<file path="src/rtl/conv_stream_if.sv">
// Output stream of the convolution output streamer: one feature-map element
// per handshake, tagged with its grid coordinates and an end-of-frame flag.
//
// Handshake: the master raises out_valid and keeps out_data/out_row/out_col/
// out_last stable until a cycle where out_valid && out_ready are both high at
// the rising clock edge; that edge is the transfer. out_valid never depends
// on out_ready, and the slave may drive out_ready at any time.
interface conv_stream_if #(
  parameter int OUT_WIDTH = 8,
  parameter int RC_W      = 1
);
  logic [OUT_WIDTH-1:0] out_data;
  logic                 out_valid;
  logic                 out_ready;
  logic [RC_W-1:0]      out_row;
  logic [RC_W-1:0]      out_col;
  logic                 out_last;

  modport master (
    output out_data, out_valid, out_row, out_col, out_last,
    input  out_ready
  );

  modport slave (
    input  out_data, out_valid, out_row, out_col, out_last,
    output out_ready
  );
endinterface

</file>
<file path="src/rtl/conv_output_streamer.sv">
// Captures a full OUT_SIZE x OUT_SIZE output feature map from the systolic
// array on p_load and streams it row-major over conv_stream_if, saturating
// each element to OUT_WIDTH. Loads arriving mid-frame are dropped and counted
// so the array never has to stall; a load on the final transfer chains the
// next frame with no bubble.
module conv_output_streamer #(
  parameter int  N          = 3,
  parameter int  M          = 2,
  parameter int  data_width = 1,
  parameter int  OUT_WIDTH  = 8,
  localparam int IN_W       = 2 * data_width + 1,
  localparam int OUT_SIZE   = N - M + 1,
  localparam int RC_W       = (OUT_SIZE > 1) ? $clog2(OUT_SIZE) : 1
) (
  input  logic            clk,
  input  logic            reset,
  input  logic [IN_W-1:0] p_in [0:OUT_SIZE-1][0:OUT_SIZE-1],
  input  logic            p_load,
  conv_stream_if.master   out_if,
  output logic            busy,
  output logic [7:0]      drop_count,
  output logic            dbg_state
);

  typedef enum logic {IDLE = 1'b0, STREAM = 1'b1} state_t;

  localparam logic [RC_W-1:0] LAST_RC = RC_W'(OUT_SIZE - 1);

  state_t          state_q, state_d;
  logic [RC_W-1:0] row_q, row_d;
  logic [RC_W-1:0] col_q, col_d;
  logic [7:0]      drop_q, drop_d;
  logic [IN_W-1:0] buf_q [0:OUT_SIZE-1][0:OUT_SIZE-1];
  logic [IN_W-1:0] buf_d [0:OUT_SIZE-1][0:OUT_SIZE-1];

  logic                 streaming;
  logic                 xfer;
  logic                 is_last;
  logic [IN_W-1:0]      elem;
  logic [OUT_WIDTH-1:0] elem_sat;

  assign streaming = (state_q == STREAM);
  assign xfer      = streaming && out_if.out_ready;
  assign is_last   = (row_q == LAST_RC) && (col_q == LAST_RC);
  assign elem      = buf_q[row_q][col_q];

  // Clamp unsigned partial sums that do not fit the output width.
  generate
    if (OUT_WIDTH >= IN_W) begin : g_zext
      assign elem_sat = OUT_WIDTH'(elem);
    end else begin : g_clamp
      localparam logic [IN_W-1:0] MAX_V = {{(IN_W-OUT_WIDTH){1'b0}}, {OUT_WIDTH{1'b1}}};
      assign elem_sat = (elem > MAX_V) ? {OUT_WIDTH{1'b1}} : elem[OUT_WIDTH-1:0];
    end
  endgenerate

  // Next-state: frame capture, row-major index advance, drop counting.
  always_comb begin
    state_d = state_q;
    row_d   = row_q;
    col_d   = col_q;
    drop_d  = drop_q;
    buf_d   = buf_q;
    case (state_q)
      IDLE: begin
        if (p_load) begin
          buf_d   = p_in;
          row_d   = '0;
          col_d   = '0;
          state_d = STREAM;
        end
      end
      STREAM: begin
        if (xfer && is_last) begin
          // A load on the final transfer chains the next frame, not a drop.
          row_d = '0;
          col_d = '0;
          if (p_load) buf_d = p_in;
          else        state_d = IDLE;
        end else begin
          if (xfer) begin
            if (col_q == LAST_RC) begin
              col_d = '0;
              row_d = row_q + 1'b1;
            end else begin
              col_d = col_q + 1'b1;
            end
          end
          if (p_load && (drop_q != 8'hFF)) drop_d = drop_q + 1'b1;
        end
      end
      default: state_d = IDLE;
    endcase
  end

  // State register with asynchronous active-low reset.
  always_ff @(posedge clk or negedge reset) begin
    if (!reset) begin
      state_q <= IDLE;
      row_q   <= '0;
      col_q   <= '0;
      drop_q  <= '0;
      for (int r = 0; r < OUT_SIZE; r++)
        for (int c = 0; c < OUT_SIZE; c++)
          buf_q[r][c] <= '0;
    end else begin
      state_q <= state_d;
      row_q   <= row_d;
      col_q   <= col_d;
      drop_q  <= drop_d;
      buf_q   <= buf_d;
    end
  end

  // Outputs decode registered state only; everything reads 0 while idle.
  assign out_if.out_valid = streaming;
  assign out_if.out_data  = streaming ? elem_sat : '0;
  assign out_if.out_row   = streaming ? row_q : '0;
  assign out_if.out_col   = streaming ? col_q : '0;
  assign out_if.out_last  = streaming && is_last;
  assign busy             = streaming;
  assign drop_count       = drop_q;
  assign dbg_state        = state_q;

endmodule

</file>
<file path="src/flat_wrapper.sv">
// flat-port wrapper written by rule: the top's interface ports become plain ports
module conv_output_streamer_flat 
#(
  parameter int  N          = 3,
  parameter int  M          = 2,
  parameter int  data_width = 1,
  parameter int  OUT_WIDTH  = 8,
  localparam int IN_W       = 2 * data_width + 1,
  localparam int OUT_SIZE   = N - M + 1,
  localparam int RC_W       = (OUT_SIZE > 1) ? $clog2(OUT_SIZE) : 1
)
  (clk, reset, p_in, p_load, busy, drop_count, dbg_state, out_if_out_data, out_if_out_valid, out_if_out_row, out_if_out_col, out_if_out_last, out_if_out_ready);
  conv_stream_if #(.OUT_WIDTH(OUT_WIDTH), .RC_W(1)) out_if_i ();
  input  logic clk;
  input  logic reset;
  input  logic [IN_W-1:0] p_in[0:OUT_SIZE-1][0:OUT_SIZE-1];
  input  logic p_load;
  output logic busy;
  output logic [7:0] drop_count;
  output logic dbg_state;
  output wire logic [$bits(out_if_i.out_data)-1:0] out_if_out_data;
  output wire logic [$bits(out_if_i.out_valid)-1:0] out_if_out_valid;
  output wire logic [$bits(out_if_i.out_row)-1:0] out_if_out_row;
  output wire logic [$bits(out_if_i.out_col)-1:0] out_if_out_col;
  output wire logic [$bits(out_if_i.out_last)-1:0] out_if_out_last;
  input wire logic [$bits(out_if_i.out_ready)-1:0] out_if_out_ready;
  assign out_if_out_data = out_if_i.out_data;
  assign out_if_out_valid = out_if_i.out_valid;
  assign out_if_out_row = out_if_i.out_row;
  assign out_if_out_col = out_if_i.out_col;
  assign out_if_out_last = out_if_i.out_last;
  assign out_if_i.out_ready = out_if_out_ready;
  conv_output_streamer #(.N(N), .M(M), .data_width(data_width), .OUT_WIDTH(OUT_WIDTH)) u_core (.clk(clk), .reset(reset), .p_in(p_in), .p_load(p_load), .out_if(out_if_i), .busy(busy), .drop_count(drop_count), .dbg_state(dbg_state));
endmodule
</file>
<file path="config.mk">
export PLATFORM = sky130hd
export DESIGN_NAME = conv_output_streamer_flat
export DESIGN_NICKNAME = d
export VERILOG_FILES = /design/src/rtl/conv_stream_if.sv /design/src/rtl/conv_output_streamer.sv /design/src/flat_wrapper.sv
export SDC_FILE = /design/constraint.sdc
export NUM_CORES = 1
export LEC_CHECK = 0
export ABC_AREA = 0
export BUFFER_PORTS_ARGS = -buffer_cell sky130_fd_sc_hd__buf_4
export CAP_MARGIN = 20
export CORE_MARGIN = 2
export CORE_UTILIZATION = 35
export DETAILED_ROUTE_END_ITERATION = 8
export HOLD_SLACK_MARGIN = 0.06
export PLACE_DENSITY_LB_ADDON = 0.05
export SLEW_MARGIN = 25
export SYNTH_ARGS = -nofsm -noshare
export SYNTH_HDL_FRONTEND = slang
export SYNTH_SLANG_ARGS = --single-unit
</file>
<file path="constraint.sdc">
create_clock -name clk -period 1.5 [get_ports clk]
set_clock_uncertainty 0.15 [all_clocks]
set_input_delay 0.3 -clock clk [delete_from_list [all_inputs] [get_ports clk]]
set_output_delay 0.3 -clock clk [all_outputs]
set_load 0.01 [all_outputs]
</file>
==> impl_metrics.yaml <==
run_status:
  status: "complete, but fails checks"
  violations: "negative setup slack"
yosys:
  synthesis.area_mm2: 0.00126
  yosysTopAreaCell: "dfrtp_1"
  synth_cells: 96
  synth_compound_area_share_pct: 4.56
  synth-simple-area-share_pct: 14.9
  synth_enable_flop_cells: 0
  yosys_warnings: 0
  synth_ff_type: "dfrtp_1"
  ys_seq_elements: 23
  async_flop_share_pct: 100
  synth_top_area_share_pct: 45.6
  ys_seq_area_share_pct: 45.6
  synthMuxAreaShare_pct: 22.0
  synth_area_per_cell_um2: 13.1
  synthAdderAreaFrac_pct: 0.992
  synth_top_family_by_area: "multiplexers"
  synthTopCellsByArea: "dfrtp_1, mux2_4, mux4_1"
  synth_xor_area_share_pct: 3.47
  synthDistinctLibCells: 36
global_route:
  grt_max_degree: 24
  grt_remaining_overflow: 0
  grt_first_pass_wirelength_mm: 4.71
  grt_use_total_pct: 15.0
  first_global_vias: 972
  grt_antenna_before_repair: 0
worst_setup_path:
  crit_type: "reg2out"
  worst_path_max_delay_cell: "mux4_2"
  path_cells: "buf_6, mux4_2, and2_4, buf_6"
  required_ps: 1050
  crit_arrival_ps: 1600
  end_kind: "primary output"
  cp_max_fo: 2
  path_common_cell: "buf_6"
  cp-start-kind: "register"
  cpPeakStageDelay_ps: 480
floorplan:
  die_area_mm2: 0.00410
  die_x_um: 64.0
  initial_core_util_pct: 37.2
  row_count: 21
  core_area_mm2: 0.00339
  ios: 38
  die_h_um: 64.0
power:
  p_leak_uw: 0.000897
  powerDensity_mw_per_mm2: 1790
  vdd_drop_max_mv: 0.822
  power.total_uw: 3540
timing:
  grt_setup_unrepaired: "yes"
  final_hold_viol_count: 0
  period_needed_ps: 2050
  layout_setup_ws_ps: -547
  setup_violations: 27
  fmax_mhz: 488
  post-route-period-util_pct: 136
  drv_slew: 0
run:
  cap_violations: 0
routing:
  routedWlPerCell_um: 14.1
  first_pass_iters: 4
  postRouteAntennaNets: 0
  drtIter0Drc: 22
  vias_per_cell: 4.57
  routed-via-count: 956
  drc: 0
  routed_wl_mm: 2.95
finish:
  diodes: 0
  num-nets-final: 181
  nFillCells: 277
  synthToLayoutAreaGrowth_pct: 56.7
  drive_gt1_share_pct: 61.3
  layout_commonest_cell: "buf_4"
  final_cell_mix: "buf_4, buf_6, dfrtp_1, mux2_4, dlygate4sd3_1"
clock_network:
  cts_buffers: 3
  ctsRootBufferMaster: "clkbuf_4"
  cts_tree: "done"
  ctsHtreeMaxLevel: 1
  clockBufferDepth: 2
  worstSkewPairLatency_ps: 320
  clkSinkCount: 23
  clk_pin_slew_worst_paths_ps: 140
place:
  place.gp.congestion: 0.775
  hpwl_mm: 1.82
  io_buffer_count: 32
  place_ws_ps: -198
worst_hold_path:
  hold_path_class: "in2reg"
==> registers in the layout, indices dropped and copies added (netlist names) <==
register / flops
u_core.busy: 1
u_core.row_q: 1
u_core.col_q: 1
u_core.drop_count: 8
u_core.buf_q: 12
==> stage by stage <==
stage          utilization [%]  area [µm²]  TNS, ps  cells  hold slack, ps
2_1_floorplan                -        1290     -247    100            -146
3_3_place_gp              48.1        1630    -2570    186            67.1
3_5_place_dp              48.1        1630    -2850    186            69.0
4_1_cts                   56.4        1910    -5690    207             101
5_1_grt                   58.3        1980    -7690    209             111
6_report                  58.3        1980    -5940    209             135
==> synth_stat cells, types with 3 or more instances <==
master / n
o21ai_0: 3
buf_4: 7
and2_1: 4
mux2_4: 11
mux4_1: 3
nand3_1: 3
dfrtp_1: 23
xor2_1: 3
mux2_2: 3
nand2_1: 4
==> routing by layer <==
metal | wire [µm] | GRT usage [%] | up-vias | share of wire (%)
li1 | - | - | 459 | -
met1 | 1300 | 19.1 | 469 | 44
met2 | 1500 | 25.7 | 26 | 51
met3 | 125 | 4.23 | 2 | 4.2
met4 | 16 | 2.72 | 0 | 0.54
met5 | 0 | 0 | - | 0
==> cell type report <==
class / instances / area [µm²] / area share (%)
clock inverter: 1 / 5.00 / 0.253
timing repair buffer: 69 / 623 / 31.5
sequential: 23 / 579 / 29.3
clock buffer: 3 / 22.5 / 1.14
inverter: 1 / 3.75 / 0.190
tap: 46 / 57.6 / 2.91
multi-input combinational: 66 / 686 / 34.7
==> power by group <==
part / switching [µW] / total (µW) / internal (µW) / leakage (µW)
logic: 684 / 2070 / 1380 / 0.000605
clock network: 202 / 302 / 99.9 / 0.0000177
registers: 265 / 1170 / 906 / 0.000274
==> worst paths after layout <==
check,to,slack (ps),cells after the start,start
setup / recovery,out_if_out_data[2],-550,4,u_core.row_q
setup reg to reg,u_core.drop_count[7],-260,7,u_core.row_q
max in group asynchronous,u_core.drop_count[0],700,2,reset
min in group asynchronous,u_core.buf_q[1],240,2,reset
hold reg to reg,u_core.buf_q[10],380,1,u_core.buf_q[10]
hold / removal,u_core.busy,140,2,p_load
==> what timing repair did <==
| action | CTS | global route |
|---|---|---|
| setup endpoints to repair | 27 | 32 |
| resized for setup | 24 | 15 |
| setup buffers | 3 | 2 |
| hold buffers | 13 | 0 |
| endpoints found under the hold margin | 35 | 0 |
| pin swaps | 13 | 4 |
| cloned | 1 | 1 |
==> critical path, delay by kind of cell (launching register included) <==
| family | cells | cell delay [ps] |
|---|---|---|
| buf+inv | 2 | 230 |
| flops | 1 | 410 |
| mux | 1 | 480 |
| simple gates | 1 | 150 |
==> logic make-up (layout without fill, tap and decap cells) <==
family,after synthesis,after routing
and+or+nand+nor,28,29
DFF,23,23
muxes,17,17
buffers and inverters,12,74
AOI/OAI and AO/OA,9,9
xor gates and xnor gates,5,5
adders and majority gates,1,1
other,1,5
Note: power is estimated with default switching activity, not from simulation.
